**src/rtl/dither_pkg.sv**
```systemverilog
// Shared state encoding and geometry defaults for the dither scheduler.
package dither_pkg;

  localparam int unsigned H_ACTIVE_DEF = 320;
  localparam int unsigned V_ACTIVE_DEF = 240;
  localparam int unsigned PIX_W        = 8;

  typedef enum logic [2:0] {
    ST_IDLE,
    ST_ISSUE,
    ST_GAP,
    ST_DRAIN,
    ST_DONE
  } state_t;

endpackage

```
**src/rtl/dither_linebuf.sv**
```systemverilog
// Error line buffer: DEPTH x PIX_W simple dual-port RAM with a registered read.
// Ports: clk_in; write port wr_en_in/wr_addr_in/wr_data_in;
//        read port rd_addr_in -> rd_data_out (one cycle later).
module dither_linebuf
  import dither_pkg::*;
#(
  parameter int unsigned DEPTH = H_ACTIVE_DEF,
  parameter int unsigned AW    = (DEPTH > 1) ? $clog2(DEPTH) : 1
) (
  input  logic             clk_in,
  input  logic             wr_en_in,
  input  logic [AW-1:0]    wr_addr_in,
  input  logic [PIX_W-1:0] wr_data_in,
  input  logic [AW-1:0]    rd_addr_in,
  output logic [PIX_W-1:0] rd_data_out
);

  logic [PIX_W-1:0] mem [DEPTH];

  always_ff @(posedge clk_in) begin
    if (wr_en_in) begin
      mem[wr_addr_in] <= wr_data_in;
    end
    rd_data_out <= mem[rd_addr_in];
  end

endmodule

```
**src/rtl/dither_scheduler.sv**
```systemverilog
// Frame scheduler for the error-diffusion dither core: walks the grayscale
// frame row by row, aligns read data with the stored error of the previous
// row, and writes the 1-bit results back out.
// Ports: clk_in/rst_n_in; start_in/pause_in control; busy_out/done_out status;
//        frame_rd_* grayscale read port; dith_*_out issue to the core;
//        dith_*_in results from the core; bw_wr_* 1-bit frame write port.
module dither_scheduler
  import dither_pkg::*;
#(
  parameter int unsigned H_ACTIVE   = H_ACTIVE_DEF,
  parameter int unsigned V_ACTIVE   = V_ACTIVE_DEF,
  parameter int unsigned RD_LATENCY = 2,
  parameter int unsigned ROW_GAP    = 2
) (
  input  logic             clk_in,
  input  logic             rst_n_in,
  input  logic             start_in,
  input  logic             pause_in,
  output logic             busy_out,
  output logic             done_out,
  output logic             frame_rd_en_out,
  output logic [16:0]      frame_rd_addr_out,
  input  logic [7:0]       frame_rd_data_in,
  output logic             dith_valid_out,
  output logic [10:0]      dith_hcount_out,
  output logic [9:0]       dith_vcount_out,
  output logic [PIX_W-1:0] dith_b_out,
  output logic [PIX_W-1:0] dith_e_out,
  input  logic             dith_valid_in,
  input  logic [10:0]      dith_hcount_in,
  input  logic [9:0]       dith_vcount_in,
  input  logic             dith_pixel_in,
  input  logic [7:0]       dith_updated_in,
  output logic             bw_wr_en_out,
  output logic [16:0]      bw_wr_addr_out,
  output logic             bw_wr_data_out
);

  localparam int unsigned AW   = (H_ACTIVE > 1) ? $clog2(H_ACTIVE) : 1;
  localparam int unsigned LAST = RD_LATENCY - 1;

  state_t      state_q, state_d;
  logic [10:0] h_q, h_d;
  logic [9:0]  v_q, v_d;
  logic [15:0] gap_q, gap_d;
  logic [16:0] inflight_q, inflight_d;
  logic        issue;

  logic [RD_LATENCY-1:0] pipe_vld;
  logic [10:0]           pipe_h [RD_LATENCY];
  logic [9:0]            pipe_v [RD_LATENCY];

  logic             wr_vld_q;
  logic [10:0]      wr_h_q;
  logic [9:0]       wr_v_q;
  logic             wr_pix_q;
  logic [PIX_W-1:0] wr_upd_q;

  logic [10:0]      lb_rd_h;
  logic [PIX_W-1:0] lb_rd_data;

  assign issue = (state_q == ST_ISSUE) && !pause_in;

  always_ff @(posedge clk_in or negedge rst_n_in) begin
    if (!rst_n_in) begin
      state_q    <= ST_IDLE;
      h_q        <= '0;
      v_q        <= '0;
      gap_q      <= '0;
      inflight_q <= '0;
    end else begin
      state_q    <= state_d;
      h_q        <= h_d;
      v_q        <= v_d;
      gap_q      <= gap_d;
      inflight_q <= inflight_d;
    end
  end

  always_comb begin
    state_d = state_q;
    h_d     = h_q;
    v_d     = v_q;
    gap_d   = gap_q;
    case (state_q)
      ST_IDLE: begin
        if (start_in) begin
          state_d = ST_ISSUE;
          h_d     = '0;
          v_d     = '0;
        end
      end
      ST_ISSUE: begin
        if (issue) begin
          if (h_q == 11'(H_ACTIVE - 1)) begin
            h_d   = '0;
            gap_d = '0;
            if (v_q == 10'(V_ACTIVE - 1)) begin
              v_d     = '0;
              state_d = ST_DRAIN;
            end else begin
              v_d     = v_q + 10'd1;
              state_d = (ROW_GAP == 0) ? ST_ISSUE : ST_GAP;
            end
          end else begin
            h_d = h_q + 11'd1;
          end
        end
      end
      ST_GAP: begin
        if (!pause_in) begin
          if (gap_q == 16'(ROW_GAP - 1)) begin
            state_d = ST_ISSUE;
          end else begin
            gap_d = gap_q + 16'd1;
          end
        end
      end
      ST_DRAIN: begin
        if (inflight_q == '0) begin
          state_d = ST_DONE;
        end
      end
      ST_DONE: state_d = ST_IDLE;
      default: state_d = ST_IDLE;
    endcase

    case ({issue, dith_valid_in})
      2'b10:   inflight_d = inflight_q + 17'd1;
      2'b01:   inflight_d = inflight_q - 17'd1;
      default: inflight_d = inflight_q;
    endcase
  end

  assign busy_out          = (state_q != ST_IDLE);
  assign done_out          = (state_q == ST_DONE);
  assign frame_rd_en_out   = issue;
  assign frame_rd_addr_out = 17'(v_q) * 17'(H_ACTIVE) + 17'(h_q);

  always_ff @(posedge clk_in or negedge rst_n_in) begin
    if (!rst_n_in) begin
      pipe_vld <= '0;
      for (int unsigned i = 0; i < RD_LATENCY; i++) begin
        pipe_h[i] <= '0;
        pipe_v[i] <= '0;
      end
    end else begin
      pipe_vld[0] <= issue;
      pipe_h[0]   <= h_q;
      pipe_v[0]   <= v_q;
      for (int unsigned i = 1; i < RD_LATENCY; i++) begin
        pipe_vld[i] <= pipe_vld[i-1];
        pipe_h[i]   <= pipe_h[i-1];
        pipe_v[i]   <= pipe_v[i-1];
      end
    end
  end

  // Line-buffer read is launched one stage before the frame data arrives so
  // its registered output lines up with frame_rd_data_in.
  if (RD_LATENCY >= 2) begin : g_lb_from_pipe
    assign lb_rd_h = pipe_h[RD_LATENCY-2];
  end else begin : g_lb_from_issue
    assign lb_rd_h = h_q;
  end

  assign dith_valid_out  = pipe_vld[LAST];
  assign dith_hcount_out = pipe_vld[LAST] ? pipe_h[LAST] : '0;
  assign dith_vcount_out = pipe_vld[LAST] ? pipe_v[LAST] : '0;
  assign dith_b_out      = pipe_vld[LAST] ? frame_rd_data_in : '0;
  assign dith_e_out      = (pipe_vld[LAST] && (pipe_v[LAST] != '0)) ? lb_rd_data : '0;

  always_ff @(posedge clk_in or negedge rst_n_in) begin
    if (!rst_n_in) begin
      wr_vld_q <= 1'b0;
      wr_h_q   <= '0;
      wr_v_q   <= '0;
      wr_pix_q <= 1'b0;
      wr_upd_q <= '0;
    end else begin
      wr_vld_q <= dith_valid_in;
      wr_h_q   <= dith_hcount_in;
      wr_v_q   <= dith_vcount_in;
      wr_pix_q <= dith_pixel_in;
      wr_upd_q <= dith_updated_in;
    end
  end

  assign bw_wr_en_out   = wr_vld_q;
  assign bw_wr_addr_out = wr_vld_q ? (17'(wr_v_q) * 17'(H_ACTIVE) + 17'(wr_h_q)) : '0;
  assign bw_wr_data_out = wr_vld_q & wr_pix_q;

  dither_linebuf #(
    .DEPTH (H_ACTIVE),
    .AW    (AW)
  ) u_linebuf (
    .clk_in      (clk_in),
    .wr_en_in    (wr_vld_q),
    .wr_addr_in  (AW'(wr_h_q)),
    .wr_data_in  (wr_upd_q),
    .rd_addr_in  (AW'(lb_rd_h)),
    .rd_data_out (lb_rd_data)
  );

endmodule

```
**config.mk**
```make
export PLATFORM = sky130hd
export DESIGN_NAME = dither_scheduler
export DESIGN_NICKNAME = d
export VERILOG_FILES = /design/src/rtl/dither_pkg.sv /design/src/rtl/dither_linebuf.sv /design/src/rtl/dither_scheduler.sv
export SDC_FILE = /design/constraint.sdc
export NUM_CORES = 2
export LEC_CHECK = 0
export BUFFER_PORTS_ARGS = -buffer_cell sky130_fd_sc_hd__buf_4
export CORE_UTILIZATION = 63
export CTS_CLUSTER_SIZE = 25
export DETAILED_ROUTE_END_ITERATION = 8
export HOLD_SLACK_MARGIN = 0.1
export PLACE_DENSITY = 0.76
export SYNTH_ARGS = -nofsm -noshare
export SYNTH_HDL_FRONTEND = slang
export SYNTH_SLANG_ARGS = --single-unit
export TNS_END_PERCENT = 1
```
**constraint.sdc**
```tcl
create_clock -name clk_in -period 5.8 [get_ports clk_in]
set_input_delay 0 -clock clk_in [delete_from_list [all_inputs] [get_ports clk_in]]
set_output_delay 0 -clock clk_in [all_outputs]
set_load 0.1 [all_outputs]
```
==> metrics.csv <==
stage,metric,value,unit
synth,yosysSeqAreaShare,75.8,%
drt,vias,51900,
critical_path,cp_slowest_stage_delay,0.49,ns
clock_tree,numCtsBuffers,279,
synth,ys_top_cells_by_count,"edfxtp_1 (2,560), mux4_2 (792), nor2_1 (381)",
synth,synth_top_area_cell,edfxtp_1,
synth,yosys_warnings,0,
job,maxCapViolCount,0,
grt,grt_usage,29.8,%
critical_path,r2r_start,lb_rd_h[0],
synth,ys_async_sr_fraction,4.89,%
clock_tree,cts_buffer_depth,4,
power_and_ir_drop,sw_frac_of_total,26.4,%
synth,yosysUniqueCellTypes,62,
drt,wirelength,249000,µm
critical_path,endpoint_kind,output pin,
drt,drtIter0Drc,7127,
outcome,status,"finished, final reports clean",
synth,synthFlopType,edfxtp_1,
synth,syn_inst,4872,
critical_path,critPathMostFrequentCell,ha_1,
critical_path,path_class,flop to output pin,
synth,synth_edf_count,2560,
cells_and_area,syn2layout_area_growth,12.1,%
sta,min_period,4.38,ns
sta,slew_violations,0,
synth,synth_seq_cells,2700,
cells_and_area,fin_util,71.1,%
cells_and_area,finalNetCount,5257,
synth,synth_fp_nets,4980,
placed_design,dp.cells,7004,
critical_path,critPathArrivalTime,4.38,ns
grt,first_global_vias,51900,
sta,rsz0062_at_grt,no,
sta,fmax,0.228,GHz
power_and_ir_drop,p_per_area,412,nW/µm²
sta,setup_violations,0,
floorplan,core,167000,µm²
sta,relSlewSlack,7.29,%
power_and_ir_drop,p_sw,12900,µW
synth,syn_area_per_cell,21.8,µm²
power_and_ir_drop,peakVddDrop,0.000366,V
clock_tree,cts_sinks,2700,
synth,synth_top_cell_area_share,72.5,%
power_and_ir_drop,combPwrFrac,20.3,%
grt,grt_first_pass_wirelength,360000,µm
drt,firstDrtPassIters,6,
clock_tree,clkLatencyLatePin,0.92,ns
cells_and_area,stdcell_count,7547,
drt,wl_per_cell,33.0,µm
floorplan,initial_core_util,63.4,%
power_and_ir_drop,pwr-share-seq,44.8,%
synth,synth.most_common_cell,edfxtp_1,
synth,synth_area_leaders,"edfxtp_1 (73%), mux4_2 (17%), dfrtp_1 (3.1%), nor2_1 (1.3%), ha_1 (0.71%)",
critical_path,startpoint_type,flop,
power_and_ir_drop,power.leakage,0.0369,µW
placed_design,dp_hpwl,139000,µm
placed_design,gp_congestion,0.820,
grt,grt_max_degree,209,
hold_path,min_from,start_in,
critical_path,worst_path_max_delay_cell,dfrtp_1,
cells_and_area,drive_gt1_share,26.4,%
power_and_ir_drop,power.internal,36100,µW
sta,tns,0,ns
drt,antenna_left,0,
clock_tree,post_cts_buffers,0,
sta,hold_viol_final,0,
critical_path,crit_buf_inv,1,
grt,antenna_found_initial,3,
hold_path,hp-class,input pin to flop,
clock_tree,cts_tree,yes,
critical_path,crit_required,5.80,ns
critical_path,path_delay_family,adder cells,
sta,skew,0.0545,ns
synth,netlist_area,106000,µm²
power_and_ir_drop,p_clk_share,34.9,%
floorplan,rows,150,
clock_tree,clkTransAtPathRegs,0.06,ns
sta,timing.final.crit_share,75.5,%
floorplan,die_h,412,µm
placed_design,port_buffers,119,
sta,tightest_slew,1.39,ns
floorplan,die_x,412,µm
drt,viasPerCell,6.88,
critical_path,path_max_fanout,7,
critical_path,crit_chain,ha_1 > ha_1 > fa_1 > ha_1 > a21boi_0 > o21ai_0 > nand3b_1 > nor3b_1 > xnor3_1 > buf_4,
clock_tree,htree_levels,5,
clock_tree,cts_root_buf,clkbuf_16,
floorplan,io_pins,120,
critical_path,startpoint,v_q[1],
floorplan,die_area,170000,µm²
drt,drc,0,
grt,grt.overflow.total,0,
-- worst min-delay path: cells and delay by family --
| family | cells | cell delay (ns) |
|---|---|---|
| and+or+nand+nor | 1 | 0.03 |
| AOI/OAI and AO/OA | 2 | 0.33 |
| buffers and inverters | 2 | 0.71 |
-- registers in the layout, indices dropped and copies added (netlist names), 11 cells and up --
register       cells
lb_rd_h           11
pipe_v            20
inflight_q        17
u_linebuf.mem   2560
wr_h_q            11
pipe_h            11
gap_q             16
h_q               11
-- kinds of logic after synthesis --
logic type	share of synthesized area (%)
fa+ha+maj	0.803
simple gates	2.87
flops	75.8
compound gates	1.42
buf+inv	1.28
xor+xnor	0.492
mux	17.3
-- cell usage in the layout, fill, tap and decap left out, drive strengths merged, types with 18 or more instances in the layout --
cell            n
edfxtp       2560
nand2          76
mux2i          32
mux2           18
xor2           18
buf           209
nand3          32
mux4          792
o21ai          48
dlygate4sd3    67
xnor2          39
inv            37
and2           48
a21o           18
bufinv         20
ha             60
nor2          381
dfrtp         132
nor3           26
a211oi         20
nor2b          31
clkinv         97
clkbuf        347
a21oi          41
-- per-layer routing --
metal  part of all wire, %  GRT usage [%]  vias up
li1                      -              -    20800
met1                    37           42.5    27500
met2                    49           47.4     3060
met3                   9.5           5.23      562
met4                   3.6           10.4        2
met5                0.0052              0        -
-- power groups by stage --
stage / sequential [µW] / combinational [µW] / clock (µW)
detailed placement: 22300 / 9790 / 0
finish: 21900 / 9940 / 17100
global route: 22000 / 10400 / 17900
CTS: 21900 / 9980 / 17200
global placement: 22300 / 9680 / 0
floorplan: 22300 / 7100 / 0
-- area by class of cell --
| type | instances | area (µm²) |
|---|---|---|
| inverters | 34 | 128 |
| repair buffers | 276 | 2650 |
| clock inverters | 125 | 1080 |
| well taps | 2204 | 2760 |
| multi-input cells | 1858 | 24400 |
| flip-flops and latches | 2700 | 80400 |
| clock buffers | 347 | 7450 |
| fillers | 9311 | 48200 |
| diodes | 3 | 7.51 |
-- final timing paths --
| check | end | cells past startpoint | slack, ns |
|---|---|---|---|
| min | state_q[0] | 5 | 0.24 |
| max reg2reg | u_linebuf.rd_data_out[0] | 7 | 1.61 |
| max | frame_rd_addr_out[16] | 10 | 1.42 |
| min in group asynchronous | pipe_v[0] | 4 | 0.29 |
| min reg2reg | pipe_v[3] | 0 | 0.34 |
| max in group asynchronous | wr_upd_q[4] | 4 | 4.65 |
-- through the flow --
stage | worst slack, ns | area [µm²] | power, µW | hold WS [ns]
after floorplan | 0.960 | 106000 | 29400 | -0.296
after global placement | 1.77 | 110000 | 32000 | 0.0461
after detailed placement | 1.73 | 110000 | 32100 | 0.0449
after CTS | 1.43 | 119000 | 49100 | 0.168
after global routing | 1.22 | 119000 | 50300 | 0.242
final | 1.42 | 119000 | 49000 | 0.235
-- what timing repair did --
item | in CTS | in global routing
endpoints found under the hold margin | 210 | 0
hold buffers | 68 | 0
gates resized for setup | 0 | 0
Power figures use the tool's default switching activity.
